<file path="src/rtl/l1_mem_arbiter.sv">
// l1_mem_arbiter
//   Shares one lower-memory port between the L1 D-cache (port d_*) and the
//   L1 I-cache (port i_*). Only one transaction is in flight at a time.
//   D has fixed priority. After STARVE_LIMIT consecutive D grants with I
//   waiting, the next contested grant goes to I.
//
// Ports
//   clk, rst           rising-edge clock, synchronous active-high reset
//   d_req/d_we/d_addr/d_wdata -> d_rdata/d_ready   D-cache side (level-held req)
//   i_req/i_we/i_addr/i_wdata -> i_rdata/i_ready   I-cache side (level-held req)
//   mem_request/mem_write_enable/mem_address/mem_write_data  lower-memory request
//   mem_response_data/mem_ready                               lower-memory response
//   grant_owner        current/last owner (0=D, 1=I)
//   arb_state          0=IDLE, 1=ISSUE, 2=RESP
//
// All outputs are registered.
module l1_mem_arbiter #(
    parameter int ADDR_WIDTH   = 32,
    parameter int DATA_WIDTH   = 32,
    parameter int STARVE_LIMIT = 4
) (
    input  logic                  clk,
    input  logic                  rst,
    input  logic                  d_req,
    input  logic                  d_we,
    input  logic [ADDR_WIDTH-1:0] d_addr,
    input  logic [DATA_WIDTH-1:0] d_wdata,
    output logic [DATA_WIDTH-1:0] d_rdata,
    output logic                  d_ready,
    input  logic                  i_req,
    input  logic                  i_we,
    input  logic [ADDR_WIDTH-1:0] i_addr,
    input  logic [DATA_WIDTH-1:0] i_wdata,
    output logic [DATA_WIDTH-1:0] i_rdata,
    output logic                  i_ready,
    output logic                  mem_request,
    output logic                  mem_write_enable,
    output logic [ADDR_WIDTH-1:0] mem_address,
    output logic [DATA_WIDTH-1:0] mem_write_data,
    input  logic [DATA_WIDTH-1:0] mem_response_data,
    input  logic                  mem_ready,
    output logic                  grant_owner,
    output logic [1:0]            arb_state
);

    localparam logic [1:0] IDLE  = 2'd0;
    localparam logic [1:0] ISSUE = 2'd1;
    localparam logic [1:0] RESP  = 2'd2;

    localparam logic [3:0] LIMIT = 4'(STARVE_LIMIT);

    logic [1:0] state;
    logic [3:0] starve_cnt;
    logic       pick_i;

    // I wins when it is the only requester, or when D has starved it long enough.
    always_comb begin
        pick_i = i_req && (!d_req || (starve_cnt == LIMIT));
    end

    assign arb_state = state;

    always_ff @(posedge clk) begin
        if (rst) begin
            state            <= IDLE;
            starve_cnt       <= '0;
            grant_owner      <= 1'b0;
            mem_request      <= 1'b0;
            mem_write_enable <= 1'b0;
            mem_address      <= '0;
            mem_write_data   <= '0;
            d_rdata          <= '0;
            d_ready          <= 1'b0;
            i_rdata          <= '0;
            i_ready          <= 1'b0;
        end else begin
            case (state)
                IDLE: begin
                    if (d_req || i_req) begin
                        grant_owner      <= pick_i;
                        mem_request      <= 1'b1;
                        mem_write_enable <= pick_i ? i_we    : d_we;
                        mem_address      <= pick_i ? i_addr  : d_addr;
                        mem_write_data   <= pick_i ? i_wdata : d_wdata;
                        // Counter only advances while I is actually being passed over.
                        if (pick_i || !i_req) begin
                            starve_cnt <= '0;
                        end else if (starve_cnt != LIMIT) begin
                            starve_cnt <= starve_cnt + 4'd1;
                        end
                        state <= ISSUE;
                    end
                end
                ISSUE: begin
                    if (mem_ready) begin
                        mem_request      <= 1'b0;
                        mem_write_enable <= 1'b0;
                        // mem_write_enable still holds the in-flight direction here.
                        if (grant_owner) begin
                            i_ready <= 1'b1;
                            if (!mem_write_enable) begin
                                i_rdata <= mem_response_data;
                            end
                        end else begin
                            d_ready <= 1'b1;
                            if (!mem_write_enable) begin
                                d_rdata <= mem_response_data;
                            end
                        end
                        state <= RESP;
                    end
                end
                RESP: begin
                    // Requests are deliberately not sampled here so the owner's
                    // still-high req is not mistaken for a new transaction.
                    d_ready <= 1'b0;
                    i_ready <= 1'b0;
                    state   <= IDLE;
                end
                default: begin
                    state <= IDLE;
                end
            endcase
        end
    end

endmodule

</file>
<file path="config.mk">
export PLATFORM = sky130hd
export DESIGN_NAME = l1_mem_arbiter
export DESIGN_NICKNAME = d
export VERILOG_FILES = /design/src/rtl/l1_mem_arbiter.sv
export SDC_FILE = /design/constraint.sdc
export NUM_CORES = 1
export LEC_CHECK = 0
export BUFFER_PORTS_ARGS = -buffer_cell sky130_fd_sc_hd__buf_2
export CORE_ASPECT_RATIO = 0.6
export CORE_MARGIN = 2
export CORE_UTILIZATION = 48
export CTS_CLUSTER_SIZE = 20
export DETAILED_ROUTE_END_ITERATION = 6
export PLACE_DENSITY = 0.85
export REMOVE_ABC_BUFFERS = 1
export SETUP_SLACK_MARGIN = 0.05
export SLEW_MARGIN = 30
export SYNTH_ARGS = -nofsm -noshare
export SYNTH_HDL_FRONTEND = slang
export SYNTH_SLANG_ARGS = --single-unit
</file>
<file path="constraint.sdc">
create_clock -name clk -period 3.2 [get_ports clk]
set_input_delay 0.32 -clock clk [delete_from_list [all_inputs] [get_ports clk]]
set_output_delay 0.32 -clock clk [all_outputs]
set_load 0.1 [all_outputs]
</file>
==> flow_metrics.py <==
metrics = {
    "status": {
        "status": "complete, no violations",
    },
    "finish": {
        "syn_to_final_growth_pct": 39.77,
        "nNetsFinal": 1140,
        "multiInputGateArea_mm2": 0.002461,
        "regArea_mm2": 0.002783,
        "fillers": 912,
        "final_cells": 1129,
        "drive_gt1_frac": 0.3557,
        "finalInstanceArea_mm2": 0.007717,
        "layout_commonest_cell": "buf_2",
        "most-common-layout-cells": "300 x buf_2, 197 x nand2_1, 139 x dfxtp_1",
    },
    "cts": {
        "numCtsBuffers": 17,
        "cts_setup_buffers": 0,
        "cts_resized": 0,
        "cts.sinks": 139,
        "clk_latency_ps": 400,
        "cts_hold_buf": 0,
        "cts.clk_slew.worst_paths_ps": 60,
        "tritoncts": "done",
        "max-clock-path-buffers": 2,
        "htreeDepth": 4,
        "cts-root-buf": "clkbuf_16",
    },
    "route": {
        "drc": 0,
        "via_per_inst": 5.167,
        "first_pass_iters": 5,
        "wl_mm": 16.61,
        "wire_per_inst_um": 14.71,
        "drt_iter0_drc": 378,
        "num_vias": 5833,
        "ant_nets": 0,
    },
    "die": {
        "fp.dieW_um": 142.5,
        "die_y_um": 87.08,
        "rows": 30,
        "core_mm2": 0.01126,
        "start_util": 0.4903,
        "io_pins": 302,
        "die_area_mm2": 0.01241,
    },
    "sta": {
        "slew_violations": 0,
        "tightest_slew_ps": 731.7,
        "relSlewSlack": 0.5122,
        "hold_viol": 0,
        "min_period_ps": 2343,
        "fin_tns_setup_ps": 0,
        "layout_setup_ws_ps": 856.6,
        "finalSetupViolations": 0,
        "finalCritPeriodShare": 0.7323,
        "grt_setup_unrepaired": "false",
        "fmaxAchievable_mhz": 426.7,
        "fin_worst_skew_ps": 12.35,
    },
    "global_route": {
        "groute.usage.overall": 0.2573,
        "antenna_found_initial": 0,
        "grt_max_degree": 67,
        "grt_pass1_vias": 5312,
        "overflow": 0,
        "grt_pass1_wl_mm": 25.51,
    },
    "synthesis": {
        "syn_inst": 703,
        "synth_area_per_cell_um2": 7.854,
        "synth_top_area_cell": "dfxtp_1",
        "synthAdderAreaFrac": 0.004532,
        "ys_seq_area_frac": 0.5040,
        "synth_compound_area_frac": 0.2239,
        "ys_warn_count": 0,
        "yosys-top-cells-area": "dfxtp_1 50%, nand2_1 13%, a21oi_1 12%",
        "muxShareOfSynthArea": 0,
        "ys_ff_latch": 139,
        "synth_cell_types": 31,
        "synth_area_mm2": 0.005522,
        "synthSimpleGateAreaFrac": 0.2094,
        "synthXorXnorAreaFrac": 0,
        "synth_top_family_by_area": "compound AO/OA/AOI/OAI gates",
        "synth.top_cell.area_share": 0.5040,
    },
    "min_path": {
        "worstHoldPathType": "input pin to flop",
        "hold_start": "d_wdata[12]",
    },
    "place": {
        "place.gp.congestion": 0.7900,
        "post_dp_cell_area_mm2": 0.007069,
        "hpwl_mm": 11.64,
        "place_inst": 1096,
        "io_buffer_count": 301,
        "dp_slack_ps": 908.1,
    },
    "pwr": {
        "powerDensity_mw_per_mm2": 724.7,
        "p_total_uw": 5593,
        "ir_worst_vdd_v": 0.0003696,
        "leakagePower_uw": 0.003656,
    },
    "worst_setup_path": {
        "worstPathArrival_ps": 2640,
        "required_ps": 3500,
        "crit_type": "flop to flop",
        "crit_fanout": 34,
        "start_kind": "flop",
        "rrSetupSlack_ps": 860,
        "crit_start": "arb_state[1]$_SDFFE_PP0P_",
        "cp-end-kind": "flop",
        "worstReg2RegStart": "arb_state[1]$_SDFFE_PP0P_",
    },
    "flow_run": {
        "cap_violations": 0,
    },
}
[final timing paths]
path / depth (start not counted) / to
setup / recovery: 6 / mem_write_data[17]$_SDFFE_PP0P_
hold / removal: 3 / mem_write_data[12]$_SDFFE_PP0P_
setup reg to reg: 6 / mem_write_data[17]$_SDFFE_PP0P_
hold reg to reg: 2 / d_rdata[17]$_SDFFE_PP0P_
[per-stage QoR]
step           utilization  hold slack, ps
2_1_floorplan            -           389.1
3_3_place_gp        0.6252           437.9
3_5_place_dp        0.6278           443.8
4_1_cts             0.6851           139.3
5_1_grt             0.6851           139.4
6_report            0.6853           154.9
[final cells by class]
cell class	instances	area share
flip-flops and latches	139	0.3606
multi-input cells	500	0.3189
repair buffers	310	0.2117
clock buffers	18	0.05561
clock inverters	14	0.02805
well taps	144	0.02335
inverters	3	0.001459
diodes	1	0.0003243
[registers in the layout, indices dropped and copies added (netlist names)]
| name | count |
|---|---|
| grant_owner | 1 |
| mem_address | 32 |
| mem_write_data | 32 |
| starve_cnt | 4 |
| i_rdata | 32 |
| d_ready | 1 |
| arb_state | 2 |
| mem_request | 1 |
| mem_write_enable | 1 |
| i_ready | 1 |
| d_rdata | 32 |
[cell families after synthesis]
kind of cell	count (synthesis)
and+or+nand+nor	288
AOI/OAI and AO/OA	210
DFF	139
buffers and inverters	64
adders and majority gates	2
[power breakdown]
part / switching (uW) / total (uW) / leakage [uW] / internal, uW
combinational: 1230 / 1530 / 0.00220 / 299
clock: 754 / 2140 / 0.000315 / 1390
sequential: 68.5 / 1920 / 0.00114 / 1850
total: 2050 / 5590 / 0.00366 / 3540
[per-layer routing]
| layer | global-route usage | vias to the layer above | part of all wire |
|---|---|---|---|
| met5 | 0 | - | 0 |
| met3 | 0.07532 | 28 | 0.066 |
| met2 | 0.4270 | 239 | 0.47 |
| met4 | 0.08641 | 0 | 0.021 |
| li1 | - | 2909 | - |
| met1 | 0.3247 | 2657 | 0.44 |
[synthesized netlist by cell type]
library cell and number:
a211oi_1 65, a21bo_2 1, a21boi_1 1, a21oi_1 135, a22oi_1 1, a31oi_1 2
and3_1 1, buf_1 2, buf_2 29, buf_4 6, buf_6 3, clkbuf_1 21
dfxtp_1 139, ha_1 2, inv_1 3, nand2_1 197, nand2_2 1, nand3_1 5
nand3b_1 4, nand4b_1 2, nor2_1 71, nor3_1 2, nor3_2 1, nor4_2 1
nor4b_2 1, o21ai_0 2, o21ai_2 1, o21bai_1 1, o2bb2ai_1 1, or4_1 1
or4b_1 1
[worst max-delay path, cell delays in order, from the launching register on]
cell,delay [ps]
dfxtp_1,700
nor2_1,260
o21ai_4,290
buf_16,230
buf_4,360
a21oi_1,70
a211oi_1,310
(Power assumes the default switching activity.)
